===== src/rtl/dyn_dist_pkg.sv =====
// Shared types and helpers for the dynamic-node 1:8 ejection distributor.
package dyn_dist_pkg;

    localparam int unsigned DEST_W     = 3;
    localparam int unsigned NUM_OUT    = 8;
    localparam int unsigned FLIT_MAX_W = 1024;
    localparam int unsigned IDX_W      = $clog2(FLIT_MAX_W);

    typedef enum logic {
        IDLE = 1'b0,
        BODY = 1'b1
    } dist_state_t;

    // Callers zero-extend their flit to FLIT_MAX_W so one helper serves any WIDTH.
    function automatic logic [DEST_W-1:0] get_dest(input logic [FLIT_MAX_W-1:0] flit,
                                                   input logic [IDX_W-1:0]      lsb);
        return flit[lsb +: DEST_W];
    endfunction

    function automatic logic [31:0] get_len(input logic [FLIT_MAX_W-1:0] flit,
                                            input logic [IDX_W-1:0]      lsb);
        return flit[lsb +: 32];
    endfunction

    function automatic logic [NUM_OUT-1:0] onehot(input logic [DEST_W-1:0] d);
        return NUM_OUT'(1) << d;
    endfunction

endpackage


===== src/rtl/dist_credit_cnt.sv =====
// Per-output saturating credit counter driven by yummy returns and sends.
module dist_credit_cnt #(
    parameter int unsigned CREDITS = 4
) (
    input  logic clk,
    input  logic rst_n,
    input  logic inc,
    input  logic dec,
    output logic nonzero
);

    localparam int unsigned CW   = $clog2(CREDITS + 1);
    localparam logic [CW-1:0] FULL = CW'(CREDITS);

    logic [CW-1:0] cnt;

    // A simultaneous return and send cancel out.
    always_ff @(posedge clk or negedge rst_n) begin
        if (!rst_n) begin
            cnt <= FULL;
        end else if (inc && !dec) begin
            if (cnt != FULL) begin
                cnt <= cnt + 1'b1;
            end
        end else if (dec && !inc) begin
            if (cnt != '0) begin
                cnt <= cnt - 1'b1;
            end
        end
    end

    assign nonzero = (cnt != '0);

    always_ff @(posedge clk) begin
        if (rst_n && inc && !dec) begin
            assert (cnt != FULL)
            else $warning("dist_credit_cnt: yummy returned while counter already at %0d", CREDITS);
        end
    end

endmodule


===== src/rtl/one_to_eight_dist.sv =====
// Packet demultiplexer: routes each packet from one flit stream to one of eight
// credit-controlled outputs, holding the header's destination for the whole packet.
module one_to_eight_dist
    import dyn_dist_pkg::*;
#(
    parameter int unsigned WIDTH    = 64,
    parameter int unsigned DEST_LSB = 0,
    parameter int unsigned LEN_LSB  = 3,
    parameter int unsigned LEN_W    = 8,
    parameter int unsigned CREDITS  = 4
) (
    input  logic                 clk,
    input  logic                 rst_n,
    input  logic [WIDTH-1:0]     in_data,
    input  logic                 in_valid,
    output logic                 in_ready,
    output logic [WIDTH-1:0]     out_data,
    output logic [NUM_OUT-1:0]   out_valid,
    input  logic [NUM_OUT-1:0]   yummy_in
);

    dist_state_t         state, state_nxt;
    logic [DEST_W-1:0]   dest_q, dest_nxt;
    logic [LEN_W-1:0]    remaining, remaining_nxt;

    logic [DEST_W-1:0]   hdr_dest;
    logic [LEN_W-1:0]    hdr_len;
    logic [DEST_W-1:0]   target;
    logic [NUM_OUT-1:0]  credit_nz;
    logic [NUM_OUT-1:0]  send;
    logic                accept;

    assign hdr_dest = get_dest(FLIT_MAX_W'(in_data), IDX_W'(DEST_LSB));
    assign hdr_len  = LEN_W'(get_len(FLIT_MAX_W'(in_data), IDX_W'(LEN_LSB)));

    // In IDLE the incoming flit is the header, so it steers itself.
    assign target   = (state == IDLE) ? hdr_dest : dest_q;
    assign in_ready = credit_nz[target];
    assign accept   = in_valid && in_ready;
    assign send     = accept ? onehot(target) : '0;

    for (genvar i = 0; i < NUM_OUT; i++) begin : g_credit
        dist_credit_cnt #(
            .CREDITS (CREDITS)
        ) u_cnt (
            .clk     (clk),
            .rst_n   (rst_n),
            .inc     (yummy_in[i]),
            .dec     (send[i]),
            .nonzero (credit_nz[i])
        );
    end

    always_comb begin
        state_nxt     = state;
        dest_nxt      = dest_q;
        remaining_nxt = remaining;
        unique case (state)
            IDLE: begin
                if (accept && (hdr_len != '0)) begin
                    dest_nxt      = hdr_dest;
                    remaining_nxt = hdr_len;
                    state_nxt     = BODY;
                end
            end
            BODY: begin
                if (accept) begin
                    remaining_nxt = remaining - 1'b1;
                    if (remaining == LEN_W'(1)) begin
                        state_nxt = IDLE;
                    end
                end
            end
            default: begin
                state_nxt = IDLE;
            end
        endcase
    end

    always_ff @(posedge clk or negedge rst_n) begin
        if (!rst_n) begin
            state     <= IDLE;
            dest_q    <= '0;
            remaining <= '0;
        end else begin
            state     <= state_nxt;
            dest_q    <= dest_nxt;
            remaining <= remaining_nxt;
        end
    end

    always_ff @(posedge clk or negedge rst_n) begin
        if (!rst_n) begin
            out_valid <= '0;
            out_data  <= '0;
        end else begin
            out_valid <= send;
            if (accept) begin
                out_data <= in_data;
            end
        end
    end

endmodule


===== config.mk =====
export PLATFORM = sky130hd
export DESIGN_NAME = one_to_eight_dist
export DESIGN_NICKNAME = d
export VERILOG_FILES = /design/src/rtl/dyn_dist_pkg.sv /design/src/rtl/dist_credit_cnt.sv /design/src/rtl/one_to_eight_dist.sv
export SDC_FILE = /design/constraint.sdc
export NUM_CORES = 1
export LEC_CHECK = 0
export CAP_MARGIN = 15
export CORE_ASPECT_RATIO = 0.7
export CORE_MARGIN = 4
export CORE_UTILIZATION = 30
export DETAILED_ROUTE_END_ITERATION = 12
export GPL_ROUTABILITY_DRIVEN = 0
export GPL_TIMING_DRIVEN = 0
export SETUP_SLACK_MARGIN = 0.05
export SYNTH_ARGS = -nofsm -noshare
export SYNTH_HDL_FRONTEND = slang
export SYNTH_SLANG_ARGS = --single-unit

===== constraint.sdc =====
create_clock -name clk -period 5.2 [get_ports clk]
set_clock_uncertainty 0.2 [all_clocks]
set_input_delay 1.04 -clock clk [delete_from_list [all_inputs] [get_ports clk]]
set_output_delay 1.04 -clock clk [all_outputs]
set_load 0.02 [all_outputs]

==> impl_metrics.tcl, run 1 <==
set metrics [dict create \
    synth_common_cells "100 x dfrtp_1, 67 x mux2_2, 41 x nor2_1" \
    use_met3_pct 3.83 \
    yosysWarnings 0 \
    die_width_um 166 \
    synth_area_per_cell_um2 11.4 \
    finalInstanceArea_mm2 0.00728 \
    power_density_mw_per_mm2 595 \
    grt_busiest_layer "met2" \
    period_needed_ns 4.85 \
    period_share_pct 93.2 \
    gr-total-overflow 0 \
    drcViolationCount 0 \
    dpl.hpwl_um 9500 \
    outcome "completed" \
    grt_pass1_vias 4034 \
    synth_seq_cells 108 \
    cts_hold_buf 0 \
    netlist_area_mm2 0.00521 \
    hold_viol 0 \
    synth_area_leader_cell "dfrtp_1" \
    ys_types 50 \
    synth_cells 456 \
    synthesis.nets 549 \
    htreeDepth 3 \
    cts.sinks 108 \
    setup_viol_count_final 0 \
    reg2reg_depth 13 \
    slowest_delay_ns 0.61 \
    hold-path-cell-count 1 \
    arrival_ns 3.61 \
    worstReg2RegStart "state" \
    cap_violations 0 \
    ir_drop_mv 0.218 \
    drive_above_1_share_pct 17.7 \
    holdPathEnd "out_data[19]" \
    cts_buffers 9 \
    clkLatencyLatePin_ns 0.35 \
    use_met2_pct 19.9 \
    synth_top_area_share_pct 48.0 \
    worstPathCellList "clkdlybuf4s50_1 -> or3b_1 -> a2111oi_0 -> a2111o_1 -> mux2i_1 -> clkdlybuf4s50_1" \
    track_usage_pct 13.0 \
    diodes 0 \
    hold_path_class "reg2reg" \
    crit_path_start_kind "primary input" \
    seq_area_mm2 0.00271 \
    port-buffer-count 147 \
    worst_path_most_repeated_cell "clkdlybuf4s50_1" \
    num-nets-final 708 \
    r2r_setup_slack_ns 1.64 \
    max_freq_mhz 206 \
    finalNonFillerCells 851 \
    criticalPathCategory "in2out" \
    synthArstFlopShare_pct 100 \
    worstHoldStart "out_data[19]" \
    slowest_stage "clkdlybuf4s50_1" \
    synth_edf_count 0 \
    initial_core_util_pct 30.5 \
    coreArea_mm2 0.0171 \
    grt_max_degree 62 \
    dp.cells 835 \
    cts.path.max_buffers 2 \
    grt_first_pass_wirelength_um 20500 \
    worst-endpoint-required_ns 3.96 \
    ios 148 \
    first_iter_violations 205 \
    power_leakage_nw 3.09 \
    cts_resized 0 \
    worstMarginPinSlew_ns 0.651 \
    fp.dieArea_mm2 0.0196 \
    rows 40 \
    die_h_um 118 \
    clk_pin_slew_ns 0.07 \
    total_power_mw 4.33 \
    synth.area.top_cells "dfrtp_1 48%, mux2_2 14%, dfstp_2 4.0%" \
    cts_setup_buffers 0 \
    end_kind "output port" \
    synth_ff_type "dfrtp_1" \
    maxSlewHeadroom_pct 56.6 \
    syn_to_final_growth_pct 39.7 \
    cts_root_buf "clkbuf_16" \
    nFillCells 1610 \
    rsz0062_at_grt "false" \
    yosysMostFrequentCell "dfrtp_1" \
    antenna_found_initial 0 \
    postRouteAntennaNets 0 \
    yosysSeqAreaShare_pct 52.0 \
    r2r_end "g_credit[0].u_cnt.cnt[2]" \
    vias 3981 \
    slew_violations 0 \
    cts_tree "yes" \
    cp_max_fo 7 \
    viasPerCell 4.68 \
    wl_per_cell_um 14.8 \
    drt_first_pass_iters 4 \
    placed_area_mm2 0.00700 \
    finalWirelength_um 12600 \
    met1_usage_pct 18.0 \
    multi_input_area_mm2 0.00233 \
]
-- worst max path at each step --
| stage | startpoint | to | slack, ns | cells after the start |
|---|---|---|---|---|
| after floorplan | in_data[0] | g_credit[0].u_cnt.cnt[2] | 1.61 | 13 |
| after global placement | rst_n | g_credit[2].u_cnt.cnt[1] | -1.30 | 1 |
| after detailed placement | in_data[1] | in_ready | 0.37 | 6 |
| after CTS | in_data[1] | in_ready | 0.37 | 6 |
| after global routing | in_data[1] | in_ready | 0.24 | 6 |
| final | in_data[1] | in_ready | 0.35 | 6 |
-- worst max-delay path: cells and delay by family --
family / cells / cell delay, ns
buf+inv: 2 / 1.18
compound gates: 2 / 0.87
simple gates: 1 / 0.39
mux: 1 / 0.12
-- state kept, by name (all words and copies together), names as in the netlist --
signal and count:
dest_q 3, g_credit.u_cnt.cnt 24, out_data 64, out_valid 8
remaining 8, state 1
-- report_power, final --
part | internal (mW) | switching (mW)
logic | 1.11 | 1.03
registers | 1.24 | 0.295
clock network | 0.331 | 0.325
-- kinds of logic after synthesis --
| logic type | count (synthesis) | share of synthesized area [%] |
|---|---|---|
| buf+inv | 39 | 3.26 |
| mux | 70 | 15.0 |
| xor+xnor | 8 | 1.34 |
| simple gates | 126 | 11.5 |
| fa+ha+maj | 18 | 5.47 |
| compound gates | 87 | 11.4 |
| flops | 108 | 52.0 |
-- metrics by stage --
stage	worst slack, ns	utilization (%)	hold slack, ns	TNS, ns
after floorplan	1.61	-	0.259	0
after global placement	-1.30	40.7	0.288	-129.57
after detailed placement	0.373	40.9	0.290	0
after global routing	0.240	42.6	0.317	0
after CTS	0.366	42.6	0.312	0
final	0.354	42.6	0.307	0
-- per-layer routing --
| layer | vias up | share of wire [%] | routed length (um) |
|---|---|---|---|
| li1 | 1951 | - | - |
| met1 | 1906 | 47 | 5940 |
| met5 | - | 0 | 0 |
| met3 | 8 | 6.6 | 831 |
| met4 | 0 | 1.0 | 128 |
| met2 | 116 | 45 | 5710 |
-- area by class of cell --
| cell class | count | area share (%) |
|---|---|---|
| buffer | 15 | 1.10 |
| clock buffer | 9 | 3.09 |
| clock inverter | 7 | 0.807 |
| inverter | 24 | 1.24 |
| multi-input combinational | 309 | 32.0 |
| sequential | 108 | 37.2 |
| tap | 231 | 3.97 |
| timing repair buffer | 148 | 20.5 |
-- placed cells by master (no fill, tap or decap), drive strengths merged, types with 2 or more instances in the layout --
master,instances
a21oi,16
fa,8
nand3b,2
mux2,67
and3b,2
and3,2
o211ai,7
nor3b,4
a32oi,5
nand3,3
o31ai,2
o21a,4
o22a,8
nor2,41
and2,3
clkdlybuf4s50,146
inv,26
nor3,11
clkinv,3
o21ai,25
dfstp,8
a22o,3
mux2i,3
or2,6
clkinvlp,2
buf,11
nand2,37
xor2,8
a2111oi,2
nor4,10
o21bai,4
clkbuf,15
dfrtp,100
nand4b,2
ha,10
Note: power is estimated with default switching activity, not from simulation.
==> inputs of run 2 (changes only) <==
--- a/config.mk
+++ b/config.mk
@@ -5,6 +5,7 @@
 export SDC_FILE = /design/constraint.sdc
 export NUM_CORES = 1
 export LEC_CHECK = 0
+export ABC_CLOCK_PERIOD_IN_PS = 5200
 export CAP_MARGIN = 15
 export CORE_ASPECT_RATIO = 0.7
 export CORE_MARGIN = 4
@@ -12,6 +13,7 @@
 export DETAILED_ROUTE_END_ITERATION = 12
 export GPL_ROUTABILITY_DRIVEN = 0
 export GPL_TIMING_DRIVEN = 0
+export MAX_ROUTING_LAYER = met4
 export SETUP_SLACK_MARGIN = 0.05
 export SYNTH_ARGS = -nofsm -noshare
 export SYNTH_HDL_FRONTEND = slang
==> run 2 against run 1 <==
  * Wire length rose by 0.18%
  * Sequential power barely moved
  * Die area stayed put
  * Critical path depth unchanged
  * Setup slack better by 0.0019 ns
  * Critical endpoint unchanged
==> impl_metrics.tcl, run 2 (synthesized netlist as in run 1, its figures left out) <==
set metrics [dict create \
    criticalPathCategory "in2out" \
    rsz0062_at_grt "false" \
    period_needed_ns 4.84 \
    viasPerCell 4.68 \
    drive_above_1_share_pct 17.7 \
    wl_per_cell_um 14.8 \
    mostFrequentLayoutCell "clkdlybuf4s50_1" \
    cap_violations 0 \
    cts_setup_buffers 0 \
    reg2reg_depth 11 \
    largest_reg_flops 64 \
    cts.path.max_buffers 2 \
    hold_path_class "reg2reg" \
    slowest_stage "clkdlybuf4s50_1" \
    die_width_um 166 \
    hold_ws_ns 0.307 \
    r2r_setup_slack_ns 1.64 \
    hold_viol 0 \
    cts_resized 0 \
    htreeDepth 3 \
    diodes 0 \
    antenna_found_initial 0 \
    first_iter_violations 176 \
    worstHoldStart "out_data[19]" \
    ios 148 \
    outcome "completed" \
    coreArea_mm2 0.0171 \
    grt_max_degree 62 \
    cts_hold_buf 0 \
    end_kind "output port" \
    top_register "out_data" \
    period_share_pct 93.2 \
    setup_tns_ns 0 \
    finalWirelength_um 12600 \
    ir_drop_mv 0.218 \
    holdPathEnd "out_data[19]" \
    cp_max_fo 7 \
    power_leakage_nw 3.09 \
    initial_core_util_pct 30.5 \
    maxSlewHeadroom_pct 56.7 \
    die_h_um 118 \
    reg.largest.list "out_data x64, g_credit.u_cnt.cnt x24" \
    worst-endpoint-required_ns 3.96 \
    cts_root_buf "clkbuf_16" \
    max_freq_mhz 206 \
    clk_pin_slew_ns 0.07 \
    slew_violations 0 \
    syn_to_final_growth_pct 39.7 \
    cts_tree "yes" \
    drt_first_pass_iters 4 \
    setup_viol_count_final 0 \
    worst_path_most_repeated_cell "clkdlybuf4s50_1" \
    post-route-util_pct 42.6 \
    worstReg2RegStart "state" \
    hold-path-cell-count 1 \
    worstPathCellList "clkdlybuf4s50_1 -> or3b_1 -> a2111oi_0 -> a2111o_1 -> mux2i_1 -> clkdlybuf4s50_1" \
    grt_first_pass_wirelength_um 20500 \
    rows 40 \
    r2r_end "g_credit[2].u_cnt.cnt[2]" \
    drcViolationCount 0 \
    port-buffer-count 147 \
    cts_buffers 9 \
    arrival_ns 3.60 \
    worstMarginPinSlew_ns 0.649 \
    postRouteAntennaNets 0 \
    mostFrequentLayoutCells "146 x clkdlybuf4s50_1, 100 x dfrtp_1, 67 x mux2_2" \
    grt_pass1_vias 4021 \
    num-nets-final 708 \
    track_usage_pct 13.4 \
    fp.dieArea_mm2 0.0196 \
    crit_path_start_kind "primary input" \
    dpl.hpwl_um 9500 \
    slowest_delay_ns 0.61 \
    gr-total-overflow 0 \
    total_power_mw 4.33 \
    power_density_mw_per_mm2 595 \
    cts.sinks 108 \
    vias 3981 \
    clkLatencyLatePin_ns 0.35 \
]
run 2: critical path, delay by kind of cell:
kind	cells	cell delay, ns
buffers and inverters	2	1.18
AO/OA/AOI/OAI	2	0.86
AND/OR/NAND/NOR	1	0.39
multiplexers	1	0.12
run 2: final cells by class:
| class | count | area, um2 |
|---|---|---|
| flip-flops and latches | 108 | 2710 |
| inverters | 24 | 90.1 |
| well taps | 231 | 289 |
| plain buffers | 15 | 80.1 |
| repair buffers | 148 | 1500 |
| clock inverters | 7 | 58.8 |
| clock buffers | 9 | 225 |
| multi-input cells | 309 | 2330 |
| fillers | 1610 | 9830 |
run 2: report_power, final:
group          switching, mW  internal (mW)
clock network          0.329          0.331
logic                   1.03           1.11
registers              0.295           1.24
run 2: how the worst max path moves through the flow:
stage,from,end,slack [ns],depth (start not counted)
2_1_floorplan,in_data[0],g_credit[0].u_cnt.cnt[2],1.61,13
3_3_place_gp,rst_n,g_credit[2].u_cnt.cnt[1],-1.30,1
3_5_place_dp,in_data[1],in_ready,0.37,6
4_1_cts,in_data[1],in_ready,0.37,6
5_1_grt,in_data[1],in_ready,0.24,6
6_report,in_data[1],in_ready,0.36,6
run 2: per-stage QoR:
| step | cells | setup WS (ns) | cell area [um2] |
|---|---|---|---|
| 3_5_place_dp | 835 | 0.373 | 7000 |
| 4_1_cts | 851 | 0.366 | 7280 |
| 6_report | 851 | 0.356 | 7280 |
| 5_1_grt | 851 | 0.240 | 7280 |
| 2_1_floorplan | 456 | 1.61 | 5210 |
| 3_3_place_gp | 834 | -1.30 | 6970 |
run 2: metal layers:
metal | wire [um] | share of wire, % | track usage, % | vias up
met2 | 5700 | 45 | 19.9 | 112
met4 | 127 | 1.0 | 3.40 | 0
met1 | 6020 | 48 | 18.2 | 1915
met5 | 0 | 0 | - | -
met3 | 788 | 6.2 | 3.59 | 7
li1 | - | - | - | 1947
==> inputs of run 3 (changes only) <==
--- a/config.mk
+++ b/config.mk
@@ -8,7 +8,6 @@
 export ABC_CLOCK_PERIOD_IN_PS = 5200
 export CAP_MARGIN = 15
 export CORE_ASPECT_RATIO = 0.7
-export CORE_MARGIN = 4
 export CORE_UTILIZATION = 30
 export DETAILED_ROUTE_END_ITERATION = 12
 export GPL_ROUTABILITY_DRIVEN = 0
==> run 3 against run 2 <==
  * Power down 0.21%
  * Largest cell class unchanged
  * Setup slack better by 0.046 ns
  * Combinational power about the same
==> impl_metrics.tcl, run 3 (synthesized netlist as in run 1, its figures left out) <==
set metrics [dict create \
    slowest_delay_ns 0.60 \
    ir_drop_mv 0.273 \
    clockPowerShare_pct 15.0 \
    internal-power_mw 2.69 \
    drt_first_pass_iters 4 \
    worst-endpoint-required_ns 3.96 \
    cts_resized 0 \
    largest_reg_flops 64 \
    period_needed_ns 4.80 \
    cap_violations 0 \
    cts_buffers 9 \
    cts_tree "yes" \
    rsz0062_at_grt "false" \
    finalNonFillerCells 845 \
    initial_core_util_pct 31.3 \
    die_width_um 160 \
    num-nets-final 708 \
    crit_path_start_kind "primary input" \
    period_share_pct 92.3 \
    ios 148 \
    swShare_pct 37.9 \
    first_iter_violations 233 \
    power_density_mw_per_mm2 595 \
    rows 39 \
    wl_per_cell_um 14.8 \
    die_h_um 112 \
    antenna_found_initial 0 \
    postRouteAntennaNets 0 \
    cts.sinks 108 \
    setup_viol_count_final 0 \
    end_kind "output port" \
    finalInstanceArea_mm2 0.00727 \
    grt_pass1_vias 4070 \
    cts_setup_buffers 0 \
    port-buffer-count 147 \
    drcViolationCount 0 \
    clkLatencyLatePin_ns 0.35 \
    fp.dieArea_mm2 0.0179 \
    max_freq_mhz 208 \
    worst_slack_ns 0.401 \
    cp_max_fo 7 \
    grt_max_degree 56 \
    worst_path_most_repeated_cell "clkdlybuf4s50_1" \
    post-route-util_pct 43.7 \
    comb_power_share_pct 49.4 \
    coreArea_mm2 0.0166 \
    mostFrequentLayoutCell "clkdlybuf4s50_1" \
    viasPerCell 4.79 \
    worstMarginPinSlew_ns 0.716 \
    p_sw_mw 1.64 \
    cts_hold_buf 0 \
    worstPathCellList "clkdlybuf4s50_1 -> or3b_1 -> a2111oi_0 -> a2111o_1 -> mux2i_1 -> clkdlybuf4s50_1" \
    seq_power_share_pct 35.6 \
    mostFrequentLayoutCells "146 x clkdlybuf4s50_1, 100 x dfrtp_1, 67 x mux2_2" \
    track_usage_pct 14.9 \
    slowest_stage "clkdlybuf4s50_1" \
    top_register "out_data" \
    vias 4049 \
    dp_worst_setup_slack_ns 0.404 \
    finalWirelength_um 12500 \
    grt_first_pass_wirelength_um 20600 \
    power_leakage_nw 3.09 \
    maxSlewHeadroom_pct 52.2 \
    slew_violations 0 \
    drive_above_1_share_pct 17.7 \
    outcome "completed" \
    dp.cells 829 \
    syn_to_final_growth_pct 39.5 \
    gr-total-overflow 0 \
    arrival_ns 3.56 \
    cts.path.max_buffers 2 \
    setup_tns_ns 0 \
    diodes 0 \
    hold_viol 0 \
    dpl.hpwl_um 9210 \
    hold_path_class "reg2reg" \
    cts_root_buf "clkbuf_16" \
    clk_pin_slew_ns 0.07 \
    placed_area_mm2 0.00699 \
    criticalPathCategory "in2out" \
    reg.largest.list "out_data x64, g_credit.u_cnt.cnt x24" \
    htreeDepth 3 \
]
run 3: cell types whose count changed in the layout (fill, tap and decap cells not counted):
cell / change
clkbuf_8: +1
clkinv_2: +2
clkinv_4: -3
clkinvlp_4: +2
inv_6: -2
run 3: critical path, delay by kind of cell:
family,cells,cell delay (ns)
AND/OR/NAND/NOR,1,0.40
multiplexers,1,0.09
AO/OA/AOI/OAI,2,0.84
buffers and inverters,2,1.18
run 3: through the flow:
stage / hold slack (ns) / power [mW]
2_1_floorplan: 0.259 / 2.81
3_3_place_gp: 0.289 / 3.61
3_5_place_dp: 0.294 / 3.70
4_1_cts: 0.310 / 4.38
5_1_grt: 0.316 / 4.63
6_report: 0.306 / 4.33
run 3: path summary, 6_finish.rpt:
check / startpoint / slack (ns) / to / depth (start not counted)
min in group asynchronous: rst_n / 0.55 / out_data[38] / 1
min: out_data[8] / 0.31 / out_data[8] / 1
max in group asynchronous: rst_n / 3.48 / g_credit[2].u_cnt.cnt[2] / 2
max: in_data[1] / 0.40 / in_ready / 6
max reg2reg: state / 1.63 / g_credit[0].u_cnt.cnt[2] / 13
min reg2reg: out_data[8] / 0.31 / out_data[8] / 1
run 3: power groups by stage:
stage	logic, mW	clock network (mW)	registers, mW
3_3_place_gp	2.08	0	1.53
3_5_place_dp	2.15	0	1.55
2_1_floorplan	0.972	0	1.84
6_report	2.14	0.650	1.54
4_1_cts	2.16	0.681	1.54
5_1_grt	2.31	0.707	1.60
run 3: layout make-up:
class,instances,area [um2]
multi-input combinational,309,2330
tap,225,282
inverter,24,90.1
clock buffer,10,239
timing repair buffer,148,1500
buffer,15,80.1
clock inverter,6,40.0
fill,1550,9370
sequential,108,2710
run 3: per-layer routing:
metal	part of all wire, %	global-route usage, %	routed length (um)
met5	0	-	0
met4	1.4	4.29	169
met3	5.9	3.92	741
met2	46	22.7	5690
met1	47	19.4	5890
